<file path="src/rtl/mag_bcd_conv.sv">
`default_nettype none
// ============================================================================
// Module   : mag_bcd_conv
// Purpose  : Takes a WIDTH-bit operand (two's complement or unsigned),
//            registers its magnitude and sign, then converts the magnitude
//            to packed BCD with a one-bit-per-cycle double-dabble FSM.
//            Valid/ready handshakes on both the operand and result sides.
// Revision : 1.0 - initial release
// ----------------------------------------------------------------------------
// Parameters
//   WIDTH        operand width in bits (>= 2)
//   DIGITS       BCD output digits; 10**DIGITS must be >= 2**WIDTH
// Ports
//   CLK          system clock, rising edge
//   RESET_N      asynchronous active-low reset
//   IN_VALID     operand valid
//   IN_READY     block can accept an operand (high only in IDLE)
//   INPUT        operand
//   SIGNED_MODE  1: INPUT is two's complement, 0: unsigned
//   OUT_VALID    result valid (high only in DONE)
//   OUT_READY    consumer accepts the result
//   MAG_RESULT   unsigned magnitude of the accepted operand
//   NEG_FLAG     accepted operand was negative
//   BCD_RESULT   packed BCD of the magnitude, digit 0 in bits [3:0]
//   BUSY         FSM not in IDLE
// Build options
//   MAG_BCD_BLANK_EN  when defined, zero digits above the most significant
//                     non-zero digit are replaced by 4'hF at result load.
//                     Digit 0 is never blanked.
// ============================================================================
module mag_bcd_conv #(
    parameter int WIDTH  = 6,
    parameter int DIGITS = 2
) (
    input  logic                  CLK,
    input  logic                  RESET_N,
    input  logic                  IN_VALID,
    output logic                  IN_READY,
    input  logic [WIDTH-1:0]      INPUT,
    input  logic                  SIGNED_MODE,
    output logic                  OUT_VALID,
    input  logic                  OUT_READY,
    output logic [WIDTH-1:0]      MAG_RESULT,
    output logic                  NEG_FLAG,
    output logic [4*DIGITS-1:0]   BCD_RESULT,
    output logic                  BUSY
);

    localparam int BCD_W = 4 * DIGITS;
    // Counter only has to reach WIDTH-1.
    localparam int CNT_W = (WIDTH > 2) ? $clog2(WIDTH) : 1;
    localparam logic [CNT_W-1:0] c_last_cnt = CNT_W'(WIDTH - 1);

    // ------------------------------------------------------------------------
    // Elaboration-time parameter checks
    // ------------------------------------------------------------------------
    function automatic bit f_digits_ok(input int w, input int d);
        longint unsigned p10;
        longint unsigned p2;
        p10 = 64'd1;
        p2  = 64'd1 << w;
        for (int i = 0; i < d; i++) begin
            if (p10 >= p2) begin
                return 1'b1;
            end
            p10 = p10 * 64'd10;
        end
        return (p10 >= p2);
    endfunction

    generate
        if (WIDTH < 2) begin : g_bad_width
            $error("mag_bcd_conv: WIDTH must be at least 2");
        end
        if (!f_digits_ok(WIDTH, DIGITS)) begin : g_bad_digits
            $error("mag_bcd_conv: DIGITS too small, need 10**DIGITS >= 2**WIDTH");
        end
    endgenerate

    // ------------------------------------------------------------------------
    // State encoding
    // ------------------------------------------------------------------------
    typedef enum logic [1:0] {
        S_IDLE  = 2'd0,
        S_SHIFT = 2'd1,
        S_DONE  = 2'd2
    } state_t;

    state_t               state_q, state_d;
    logic [WIDTH-1:0]     mag_q,   mag_d;
    logic                 neg_q,   neg_d;
    logic [WIDTH-1:0]     shift_q, shift_d;
    logic [BCD_W-1:0]     acc_q,   acc_d;
    logic [BCD_W-1:0]     bcd_q,   bcd_d;
    logic [CNT_W-1:0]     cnt_q,   cnt_d;

    // ------------------------------------------------------------------------
    // Operand magnitude. The most-negative value maps onto itself, which read
    // as unsigned is exactly 2**(WIDTH-1), so no saturation is needed.
    // ------------------------------------------------------------------------
    logic                 w_is_neg;
    logic [WIDTH-1:0]     w_in_mag;

    assign w_is_neg = SIGNED_MODE & INPUT[WIDTH-1];
    assign w_in_mag = w_is_neg ? WIDTH'(~INPUT + WIDTH'(1)) : INPUT;

    // ------------------------------------------------------------------------
    // Double-dabble step: add 3 to every digit >= 5, then shift the
    // {accumulator, shift register} pair left by one.
    // ------------------------------------------------------------------------
    logic [BCD_W-1:0]     w_acc_adj;
    logic [BCD_W-1:0]     w_acc_shl;
    logic [BCD_W-1:0]     w_bcd_final;

    generate
        for (genvar g = 0; g < DIGITS; g++) begin : g_adj
            assign w_acc_adj[4*g +: 4] = (acc_q[4*g +: 4] >= 4'd5)
                                       ? (acc_q[4*g +: 4] + 4'd3)
                                       : acc_q[4*g +: 4];
        end
    endgenerate

    assign w_acc_shl = {w_acc_adj[BCD_W-2:0], shift_q[WIDTH-1]};

`ifdef MAG_BCD_BLANK_EN
    // Scan from the top digit down; while only zeros have been seen, replace
    // them with the blank code. Digit 0 stays as-is so zero displays as 0.
    logic w_lead;

    always_comb begin
        w_bcd_final = w_acc_shl;
        w_lead      = 1'b1;
        for (int i = DIGITS - 1; i >= 1; i--) begin
            if (w_lead && (w_acc_shl[4*i +: 4] == 4'd0)) begin
                w_bcd_final[4*i +: 4] = 4'hF;
            end else begin
                w_lead = 1'b0;
            end
        end
    end
`else
    assign w_bcd_final = w_acc_shl;
`endif

    // ------------------------------------------------------------------------
    // Next-state and output logic
    // ------------------------------------------------------------------------
    always_comb begin
        state_d   = state_q;
        mag_d     = mag_q;
        neg_d     = neg_q;
        shift_d   = shift_q;
        acc_d     = acc_q;
        bcd_d     = bcd_q;
        cnt_d     = cnt_q;
        IN_READY  = 1'b0;
        OUT_VALID = 1'b0;
        BUSY      = 1'b1;

        case (state_q)
            S_IDLE: begin
                IN_READY = 1'b1;
                BUSY     = 1'b0;
                if (IN_VALID) begin
                    mag_d   = w_in_mag;
                    neg_d   = w_is_neg;
                    shift_d = w_in_mag;
                    acc_d   = '0;
                    cnt_d   = '0;
                    state_d = S_SHIFT;
                end
            end

            S_SHIFT: begin
                acc_d   = w_acc_shl;
                shift_d = {shift_q[WIDTH-2:0], 1'b0};
                cnt_d   = cnt_q + CNT_W'(1);
                // WIDTH-th shift: the shifted accumulator is the final value.
                if (cnt_q == c_last_cnt) begin
                    bcd_d   = w_bcd_final;
                    state_d = S_DONE;
                end
            end

            S_DONE: begin
                OUT_VALID = 1'b1;
                if (OUT_READY) begin
                    state_d = S_IDLE;
                end
            end

            default: begin
                state_d = S_IDLE;
            end
        endcase
    end

    // ------------------------------------------------------------------------
    // Registers
    // ------------------------------------------------------------------------
    always_ff @(posedge CLK or negedge RESET_N) begin
        if (!RESET_N) begin
            state_q <= S_IDLE;
            mag_q   <= '0;
            neg_q   <= 1'b0;
            shift_q <= '0;
            acc_q   <= '0;
            bcd_q   <= '0;
            cnt_q   <= '0;
        end else begin
            state_q <= state_d;
            mag_q   <= mag_d;
            neg_q   <= neg_d;
            shift_q <= shift_d;
            acc_q   <= acc_d;
            bcd_q   <= bcd_d;
            cnt_q   <= cnt_d;
        end
    end

    assign MAG_RESULT = mag_q;
    assign NEG_FLAG   = neg_q;
    assign BCD_RESULT = bcd_q;

endmodule
`default_nettype wire

</file>
<file path="config.mk">
export PLATFORM = sky130hd
export DESIGN_NAME = mag_bcd_conv
export DESIGN_NICKNAME = d
export VERILOG_FILES = /design/src/rtl/mag_bcd_conv.sv
export SDC_FILE = /design/constraint.sdc
export NUM_CORES = 1
export LEC_CHECK = 0
export CAP_MARGIN = 10
export CORE_ASPECT_RATIO = 0.8
export CORE_MARGIN = 1
export CORE_UTILIZATION = 51
export CTS_BUF_LIST = sky130_fd_sc_hd__clkbuf_8 sky130_fd_sc_hd__clkbuf_16
export CTS_CLUSTER_DIAMETER = 40
export DETAILED_ROUTE_END_ITERATION = 12
export PLACE_DENSITY = 0.78
export SETUP_SLACK_MARGIN = 0.4
export SYNTH_ARGS = -nofsm -noshare
export SYNTH_HDL_FRONTEND = slang
export SYNTH_SLANG_ARGS = --single-unit
</file>
<file path="constraint.sdc">
create_clock -name CLK -period 1.8 [get_ports CLK]
set_clock_uncertainty 0.05 [all_clocks]
set_input_delay 0.36 -clock CLK [delete_from_list [all_inputs] [get_ports CLK]]
set_output_delay 0.36 -clock CLK [all_outputs]
set_load 0.05 [all_outputs]
</file>
# After elaboration in Yosys (flattened, before gate mapping)
# Index checks and enable logic that the tools add are counted.
# W data, S select, Z words.
[totals] ff_bits=34 input_bits=11 wordCells=43
[op_classes] n_addsub=4 magnitude_cmp=2 n_eq_ne=6 mux=16 n_bitwise=2 reduce_logical=6
[ops] operator="$pmux W8 S2" count=1
[ops] operator="$mux W6" count=2
[ops] operator="$pmux W6 S2" count=1
[ops] operator="$ge A4 B3 Y1 const B" count=2
[ops] operator="$mux W8" count=1
[ops] operator="$add A6 B1 Y6 const B" count=1
[ops] operator="$mux W2" count=3
[ops] operator="$mux W3" count=2
[ops] operator="$ne A2 B2 Y1 const B" count=3
[ops] operator="$not A6 Y6" count=1
[ops] operator="$pmux W2 S3" count=1
[ops] operator="$pmux W3 S2" count=1
[ops] operator="$reduce_and A2 Y1" count=3
[ops] operator="$add A4 B2 Y4 const B" count=1
[ops] operator="$mux W4" count=1
[ops] operator="$add A3 B1 Y3 const B" count=1
[ops] operator="$add A3 B2 Y3 const B" count=1
[ops] operator="$eq A3 B3 Y1 const B" count=1
[ops] operator="$mux W1" count=3
[ops] operator="$reduce_and A3 Y1" count=1
[ops] operator="$eq A2 B1 Y1 const B" count=1
[ops] operator="$eq A2 B2 Y1 const B" count=1
[ops] operator="$logic_not A2 Y1" count=1
[ops] operator="$reduce_bool A2 Y1" count=1
[ops] operator="$and A1 B1 Y1" count=1

# Logic depth before layout (Yosys ltp)
[depth] word_depth=5 mapped_depth=6 mapped_depth_nobuf=6

# Worst setup path after synthesis
# No wires, ideal clock.
[synth_path] path_type="register to output" start="reg state_q[1]" end="out BUSY" arrival_time_ps=1594 path_slack_ps=-204 path_stages_with_launch=3 path_buffers=0 path_cell_list="dfrtp_1 nor2_1 inv_1"
[synth_between] elab_chain_cells=2
[synth_lines] item="start, declared" line="89" source="state_t state_q, state_d;"
[synth_lines] item="start signal, assigned" line="211" source="state_q <= state_d;"
[synth_lines] item="$logic_not A2 Y1" line="160" source="case (state_q)"
[synth_lines] item="$mux W1" line="160"
[synth_lines] item="end, declared" line="46" source="output logic BUSY"
# No other way between the ends.

# Final worst setup path
[layout_path] start="reg state_q[0]" end="out OUT_VALID"
[layout_between] elab_chain_cells=2
[layout_lines] item="$eq A2 B2 Y1" line="160"
[layout_lines] item="$mux W1" line="160"
[layout_lines] item="end, declared" line="41" source="output logic OUT_VALID,"
# No other way between the ends.

==> metrics.cfg <==
[synthesis]
netlist_instances = 159
ys_top_cells_by_area = dfrtp_1 (53%), o21ai_0 (7.2%), ha_1 (5.5%), nand2_1 (5.0%), a221o_1 (3.1%)
ys_types = 28
synth_area_sq_um = 1590
yosysSeqAreaShare = 0.535
synth_edf_count = 0
synth-warning-count = 0
synth_top_area_cell = dfrtp_1
avgSynthCellArea_sq_um = 10.0
ys.flop_type = dfrtp_1
synth_seq_cells = 34
synth_top_area_share = 0.535
synthArstFlopShare = 1.00
synthTopCellsByCount = dfrtp_1 (34), o21ai_0 (23), nand2_1 (21)
syn_nets = 177
yosysMostFrequentCell = dfrtp_1

[drt]
ant_nets = 0
drt_iter0_drc = 86
drt-total-wl_um = 4730
first_pass_iters = 4
via_count = 1485
drc = 0
vias_per_cell = 5.89
routedWlPerCell_um = 18.8

[global_routing]
antenna_found_initial = 0
busiest_layer = met2
grt.overflow.total = 0
grt_util_all_layers = 0.275
grt.met3_usage = 0.0943
grt_pass1_wl_um = 6650
use_met1 = 0.332
grt_max_degree = 35
grt_pass1_vias = 1411
use_met2 = 0.461

[final_layout]
syn2layout_area_growth_pct = 48.0
fin_nets = 232
final_util = 0.826
fin_cells = 252
drive_above_1_share = 0.435
diodes = 0

[die]
die_area_sq_um = 3350
initial_utilization = 0.558
fp.coreArea_sq_um = 2850
fp-row-count = 17
die_y_um = 52.0
fp.dieW_um = 64.5
io-pin-count = 29

[placed_design]
place_inst = 234
globalplace.congestion = 0.944
io_buffers = 28
dp_hpwl_um = 2890

[clocking]
clk_pin_slew_ns = 0.07
clockRootBuffer = clkbuf_8
tritoncts = done
cts_buffer_depth = 2
h-tree-depth = 2
numCtsBuffers = 5
clkLatencyLatePin_ns = 0.29
cts.sinks = 34
holdBufCountCts = 0

[timing]
worst_hold_slack_ns = 0.429
rsz0062_at_grt = yes
max_slew_margin = 0.660
hold_violations = 0
finalSetupTns_ns = 0
fmax_mhz = 643
tightest_slew_ns = 0.510
period_needed_ns = 1.56
slew_viol_final = 0
setup_viol_count_final = 0
min_period_over_period = 0.864

[critical_path]
critPathRequiredTime_ns = 1.39
critPathMaxFanout = 5
crit_path_end_kind = output port
crit_path_top_delay_cell = dfrtp_2
start_kind = flip-flop
crit_chain = nand2b_1, inv_2, buf_12
slowest_delay_ns = 0.46
path_class = reg2out
crit_arrival_ns = 1.15

[pwr]
leakagePower_uw = 0.00112
peakVddDrop_v = 0.000976
power_uw = 4780
power-per-cell-area_nw_per_um2 = 2030

[min_path]
hp-class = in2async

[job]
drv_cap = 0

[status]
status = finished, final reports clean

registers in the layout, indices dropped and copies added (netlist names):
signal	count
BCD_RESULT	8
MAG_RESULT	6
NEG_FLAG	1
acc_q	8
cnt_q	3
shift_q	6
state_q	2
layout by cell type (no fill, tap or decap), drive strengths merged, types with 6 or more instances in the layout:
master   n
ha       7
o21ai   26
a21oi    8
nand2   21
inv     11
buf     43
dfrtp   34
nand3   10
clkbuf   6
per-layer routing:
layer,part of all wire,vias to the layer above
met5,0,-
met4,0.040,0
met3,0.044,15
met2,0.51,57
met1,0.40,746
li1,-,667
stage by stage:
step / area, sq um / worst slack [ns]
after floorplan: 1670 / 0.347
after global placement: 2080 / -0.153
after detailed placement: 2080 / -0.231
after CTS: 2210 / 0.261
after global routing: 2350 / 0.187
final: 2350 / 0.245
power breakdown:
part / leakage, uW / switching, uW / internal (uW)
clock network: 0.0000466 / 260 / 254
registers: 0.000429 / 311 / 1100
logic: 0.000641 / 1650 / 1200
final cells by class:
| class | instances | area, sq um |
|---|---|---|
| clock inverter | 2 | 7.51 |
| fill | 163 | 495 |
| clock buffer | 5 | 68.8 |
| tap | 38 | 47.5 |
| inverter | 9 | 33.8 |
| timing repair buffer | 53 | 459 |
| multi-input combinational | 111 | 882 |
| sequential | 34 | 856 |
kinds of logic (layout without fill, tap and decap cells):
kind of cell,Yosys count,in the layout,share of synthesized area
fa+ha+maj,7,7,0.0550
compound gates,45,45,0.167
simple gates,53,53,0.171
flops,34,34,0.535
buf+inv,14,69,0.0354
mux,3,3,0.0212
xor+xnor,3,3,0.0165
path summary, 6_finish.rpt:
kind                               start       endpoint  slack, ns  cells after the start
min in group CLK           BCD_RESULT[2]  BCD_RESULT[2]       0.43                      2
max reg2reg                   state_q[0]     shift_q[3]       0.28                      4
max                           state_q[0]      OUT_VALID       0.24                      3
min                              RESET_N       acc_q[6]       0.43                      2
min reg2reg                BCD_RESULT[2]  BCD_RESULT[2]       0.43                      2
max in group asynchronous        RESET_N     state_q[1]       0.94                      2
what timing repair did:
item,in CTS,in global routing
gates cloned,0,0
endpoints found under the setup margin,32,33
hold endpoints to repair,0,0
gates resized for setup,23,26
pin swaps,6,6
setup buffers,3,8
worst max-delay path: cells and delay by family (launching register included):
| kind | cells | cell delay (ns) |
|---|---|---|
| buf+inv | 2 | 0.21 |
| flops | 1 | 0.46 |
| simple gates | 1 | 0.18 |
(Power assumes the default switching activity.)
